`src/rtl/univ_ff_bank.sv`:
```
// univ_ff_bank: WIDTH independent flip-flops sharing one run-time mode (SR/JK/D/T).
// Tracks S=R=1 inputs in SR mode with sticky per-bit flags and a saturating event counter.

// One storage bit. Computes its own next state and reports an illegal S=R=1 input.
module univ_ff_lane #(
    parameter int   SR_POLICY = 0,
    parameter logic RST_BIT   = 1'b0
) (
    input  logic       clk,
    input  logic       rst_n,
    input  logic       en,
    input  logic [1:0] mode,
    input  logic       a,
    input  logic       b,
    output logic       q,
    output logic       illegal
);
    localparam logic [1:0] MODE_SR = 2'b00;
    localparam logic [1:0] MODE_JK = 2'b01;
    localparam logic [1:0] MODE_D  = 2'b10;

    logic nxt;
    logic sr_both;

    // What S=R=1 resolves to; any policy other than 1 or 2 is treated as hold
    assign sr_both = (SR_POLICY == 1) ? 1'b1 :
                     (SR_POLICY == 2) ? 1'b0 : q;

    // Only an enabled SR-mode bit with both inputs high counts as illegal
    assign illegal = en && (mode == MODE_SR) && a && b;

    // Next-state selection for the current mode
    always_comb begin
        nxt = q;
        case (mode)
            MODE_SR: begin
                case ({a, b})
                    2'b10:   nxt = 1'b1;
                    2'b01:   nxt = 1'b0;
                    2'b11:   nxt = sr_both;
                    default: nxt = q;
                endcase
            end
            MODE_JK: begin
                case ({a, b})
                    2'b10:   nxt = 1'b1;
                    2'b01:   nxt = 1'b0;
                    2'b11:   nxt = ~q;
                    default: nxt = q;
                endcase
            end
            MODE_D:  nxt = a;
            default: nxt = a ? ~q : q;
        endcase
    end

    // State register: reset wins over enable
    always_ff @(posedge clk) begin
        if (!rst_n)  q <= RST_BIT;
        else if (en) q <= nxt;
    end
endmodule

module univ_ff_bank #(
    parameter int               WIDTH     = 4,
    parameter logic [WIDTH-1:0] RESET_VAL = '0,
    parameter int               SR_POLICY = 0,
    parameter int               CNT_W     = 8
) (
    input  logic             clk,
    input  logic             rst_n,
    input  logic             en,
    input  logic [1:0]       mode,
    input  logic [WIDTH-1:0] a,
    input  logic [WIDTH-1:0] b,
    input  logic             err_clr,
    output logic [WIDTH-1:0] q,
    output logic [WIDTH-1:0] qb,
    output logic [WIDTH-1:0] err_flag,
    output logic [CNT_W-1:0] err_cnt
);
    localparam logic [CNT_W-1:0] CNT_MAX = '1;

    logic [WIDTH-1:0] illegal;

    for (genvar i = 0; i < WIDTH; i++) begin : g_lane
        univ_ff_lane #(
            .SR_POLICY (SR_POLICY),
            .RST_BIT   (RESET_VAL[i])
        ) u_lane (
            .clk     (clk),
            .rst_n   (rst_n),
            .en      (en),
            .mode    (mode),
            .a       (a[i]),
            .b       (b[i]),
            .q       (q[i]),
            .illegal (illegal[i])
        );
    end

    assign qb = ~q;

    // Error bookkeeping: clear beats set/increment; one count per cycle however many bits are bad
    always_ff @(posedge clk) begin
        if (!rst_n || err_clr) begin
            err_flag <= '0;
            err_cnt  <= '0;
        end else begin
            err_flag <= err_flag | illegal;
            if ((|illegal) && (err_cnt != CNT_MAX))
                err_cnt <= err_cnt + 1'b1;
        end
    end
endmodule

```
`config.mk`:
```
export PLATFORM = sky130hd
export DESIGN_NAME = univ_ff_bank
export DESIGN_NICKNAME = d
export VERILOG_FILES = /design/src/rtl/univ_ff_bank.sv
export SDC_FILE = /design/constraint.sdc
export NUM_CORES = 1
export LEC_CHECK = 0
export CAP_MARGIN = 20
export CORE_MARGIN = 5
export CORE_UTILIZATION = 43
export CTS_CLUSTER_SIZE = 40
export DETAILED_ROUTE_END_ITERATION = 16
export GPL_TIMING_DRIVEN = 0
export MAX_ROUTING_LAYER = met4
export PLACE_DENSITY = 0.87
export SLEW_MARGIN = 20
export SYNTH_ARGS = -nofsm -noshare
export SYNTH_HDL_FRONTEND = slang
export SYNTH_SLANG_ARGS = --single-unit
```
`constraint.sdc`:
```
create_clock -name clk -period 2.1 [get_ports clk]
set_input_delay 0.42 -clock clk [delete_from_list [all_inputs] [get_ports clk]]
set_output_delay 0.42 -clock clk [all_outputs]
set_load 0.01 [all_outputs]
```
==> out/qor.csv <==
stage,metric,value,unit
sta,fmax,0.519,GHz
route,dr_total_vias,1019,
sta,min_period,1930,ps
die,die_h,56.2,um
synth,yosys_warnings,0,
worst_setup_path,cp.required,2270,ps
synth,async_reset_ff_frac,0,
route,initialDrtViolationCount,28,
cts,hold_buffers,0,
grt,grt_pass1_vias,887,
worst_setup_path,crit_path_max_fanout,10,
sta,worst_pin_slew,490,ps
die,io_pins,34,
die,start_util,0.458,
synth,yosys.area.top_type,dfxtp_1,
worst_setup_path,cp-end-kind,register,
sta,min_period_over_period,0.918,
sta,setup_viol,0,
grt,grtUsageTotal,0.162,
die,rows,16,
synth,ys_seq_area_frac,0.349,
synth,synth_edf_count,0,
cells_and_area,fillers,166,
place,dpl.cell_count,173,
route,ant_nets,0,
cts,cts_inserted_buffers,3,
route,wl_per_cell,14.3,um
cts,clkSlewWorstSetupHoldPaths,100,ps
synth,yosysUniqueCellTypes,33,
grt,grt-ovfl-total,0,
place,port_buffers,32,
die,core-area,2000,um2
grt,grt_start_max_net_pins,11,
synth,synth.cell_area,917,um2
cts,insertion_delay,300,ps
status,status,finished clean,
die,die_area,3160,um2
synth,yosysMostFrequentCell,dfxtp_1,
min_path,hold_class,register to register,
cts,cts_setup_buffers,0,
synth,syn_avg_cell_area,8.05,um2
worst_setup_path,start_kind,input port,
worst_setup_path,worstSetupPathType,input port to register,
cells_and_area,antenna_cells,0,
cells_and_area,drive_gt1_frac,0.0800,
cts,cts_tree,done,
route,wl,2520,um
cells_and_area,areaGrowthSynthToFinish,42.6,%
sta,grt_setup_unrepaired,no,
cts,cts.sinks,16,
synth,netlist.area_leader.share,0.349,
grt,grt_pass1_wl,4020,um
power_and_ir_drop,p_leak,0.443,nW
cells_and_area,nNetsFinal,166,
cts,htree_levels,1,
cts,cts-resized-gates,0,
sta,hold_slack,481,ps
flow_run,drv_cap,0,
place,place.gp.congestion,0.776,
place,post-dp-hpwl,1920,um
synth,synth_fp_nets,129,
route,avgViaCountPerCell,5.76,
synth,synth_flop_cell,dfxtp_1,
route,route.detailed.drc,0,
grt,antenna_found_initial,0,
power_and_ir_drop,power-per-cell-area,523,nW/um2
sta,report.final.slew_viol_count,0,
cts,cts-root-buf,clkbuf_4,
die,die_w,56.2,um
sta,slew-limit-headroom,0.673,
route,first_pass_iters,4,
synth,synthTopCellsByCount,"16 x dfxtp_1, 10 x nand2_1, 10 x o21ai_0",
cts,clockBufferDepth,2,
sta,finClkSkew,9.37,ps
worst_setup_path,arrival,2090,ps
power_and_ir_drop,peakVddDrop,0.379,mV
synth,ys_ff_latch,16,
synth,syn-instance-count,114,
synth,synth_area_leaders,"dfxtp_1 35%, o21ai_0 5.5%, nand2_1 4.1%",
cells_and_area,stdcell_count,177,
sta,hold_violations,0,
## sequential cells by signal, indices dropped and copies added (netlist names)
name and cells:
err_flag 4, err_cnt 8, g_lane.u_lane.q 4
## final timing paths
kind	start	to	slack (ps)	cells after the start
min reg2reg	err_flag[1]	err_flag[1]	480	2
max	en	err_cnt[2]	170	6
min	err_flag[1]	err_flag[1]	480	2
max reg2reg	err_cnt[0]	err_cnt[7]	470	5
## report_power, final
| group | switching (mW) | leakage (nW) | internal (mW) |
|---|---|---|---|
| clock | 0.101 | 0.0210 | 0.106 |
| combinational | 0.0687 | 0.292 | 0.0844 |
| sequential | 0.0115 | 0.130 | 0.312 |
## layer usage
| metal | GRT usage | vias up | part of all wire |
|---|---|---|---|
| met3 | 0.0394 | 4 | 0.046 |
| met4 | 0.0508 | 0 | 0.012 |
| li1 | - | 498 | - |
| met2 | 0.269 | 28 | 0.51 |
| met1 | 0.192 | 489 | 0.44 |
| met5 | - | - | 0 |
## worst max-delay path, stage by stage
cell             delay (ps)
clkdlybuf4s50_1         480
nor3b_4                 310
o21ai_2                 170
buf_2                   210
o311ai_0                370
o41ai_1                 130
## metrics by stage
step / power (mW) / setup slack [ps] / instance area, um2 / setup TNS [ps] / util
after floorplan: 0.404 / 477 / 917 / 0 / -
after global placement: 0.476 / -26.2 / 1270 / -26.2 / 0.635
after detailed placement: 0.482 / -85.6 / 1270 / -100 / 0.635
after CTS: 0.688 / 214 / 1310 / 0 / 0.653
after global routing: 0.714 / 123 / 1310 / 0 / 0.653
final: 0.683 / 172 / 1310 / 0 / 0.653
## layout make-up
| type | count | area [um2] | area share |
|---|---|---|---|
| multi-input combinational | 81 | 509 | 0.389 |
| inverter | 8 | 30.0 | 0.0230 |
| sequential | 16 | 320 | 0.245 |
| clock buffer | 4 | 36.3 | 0.0278 |
| buffer | 9 | 57.6 | 0.0440 |
| timing repair buffer | 32 | 320 | 0.245 |
| tap | 27 | 33.8 | 0.0258 |
## placed cells by master, fill, tap and decap left out, types with 2 or more instances in the layout
cell type,count
clkdlybuf4s50_1,32
dfxtp_1,16
o21ai_0,10
nand2_1,10
inv_1,8
nor2_1,8
o31ai_1,5
a21oi_1,5
a31oi_1,4
or4_1,4
buf_4,4
clkbuf_1,3
a211oi_1,3
o22ai_1,3
a22oi_1,3
a21boi_0,3
nand3_1,3
clkbuf_4,3
nor2b_1,2
a22o_1,2
nand2b_1,2
o211ai_1,2
o41ai_1,2
## cells by family after synthesis
| logic type | share of synthesized area |
|---|---|
| adders and majority gates | 0.0136 |
| and+or+nand+nor | 0.192 |
| buffers and inverters | 0.0955 |
| DFF | 0.349 |
| muxes | 0.0109 |
| AOI/OAI and AO/OA | 0.338 |
Power figures use the tool's default switching activity.
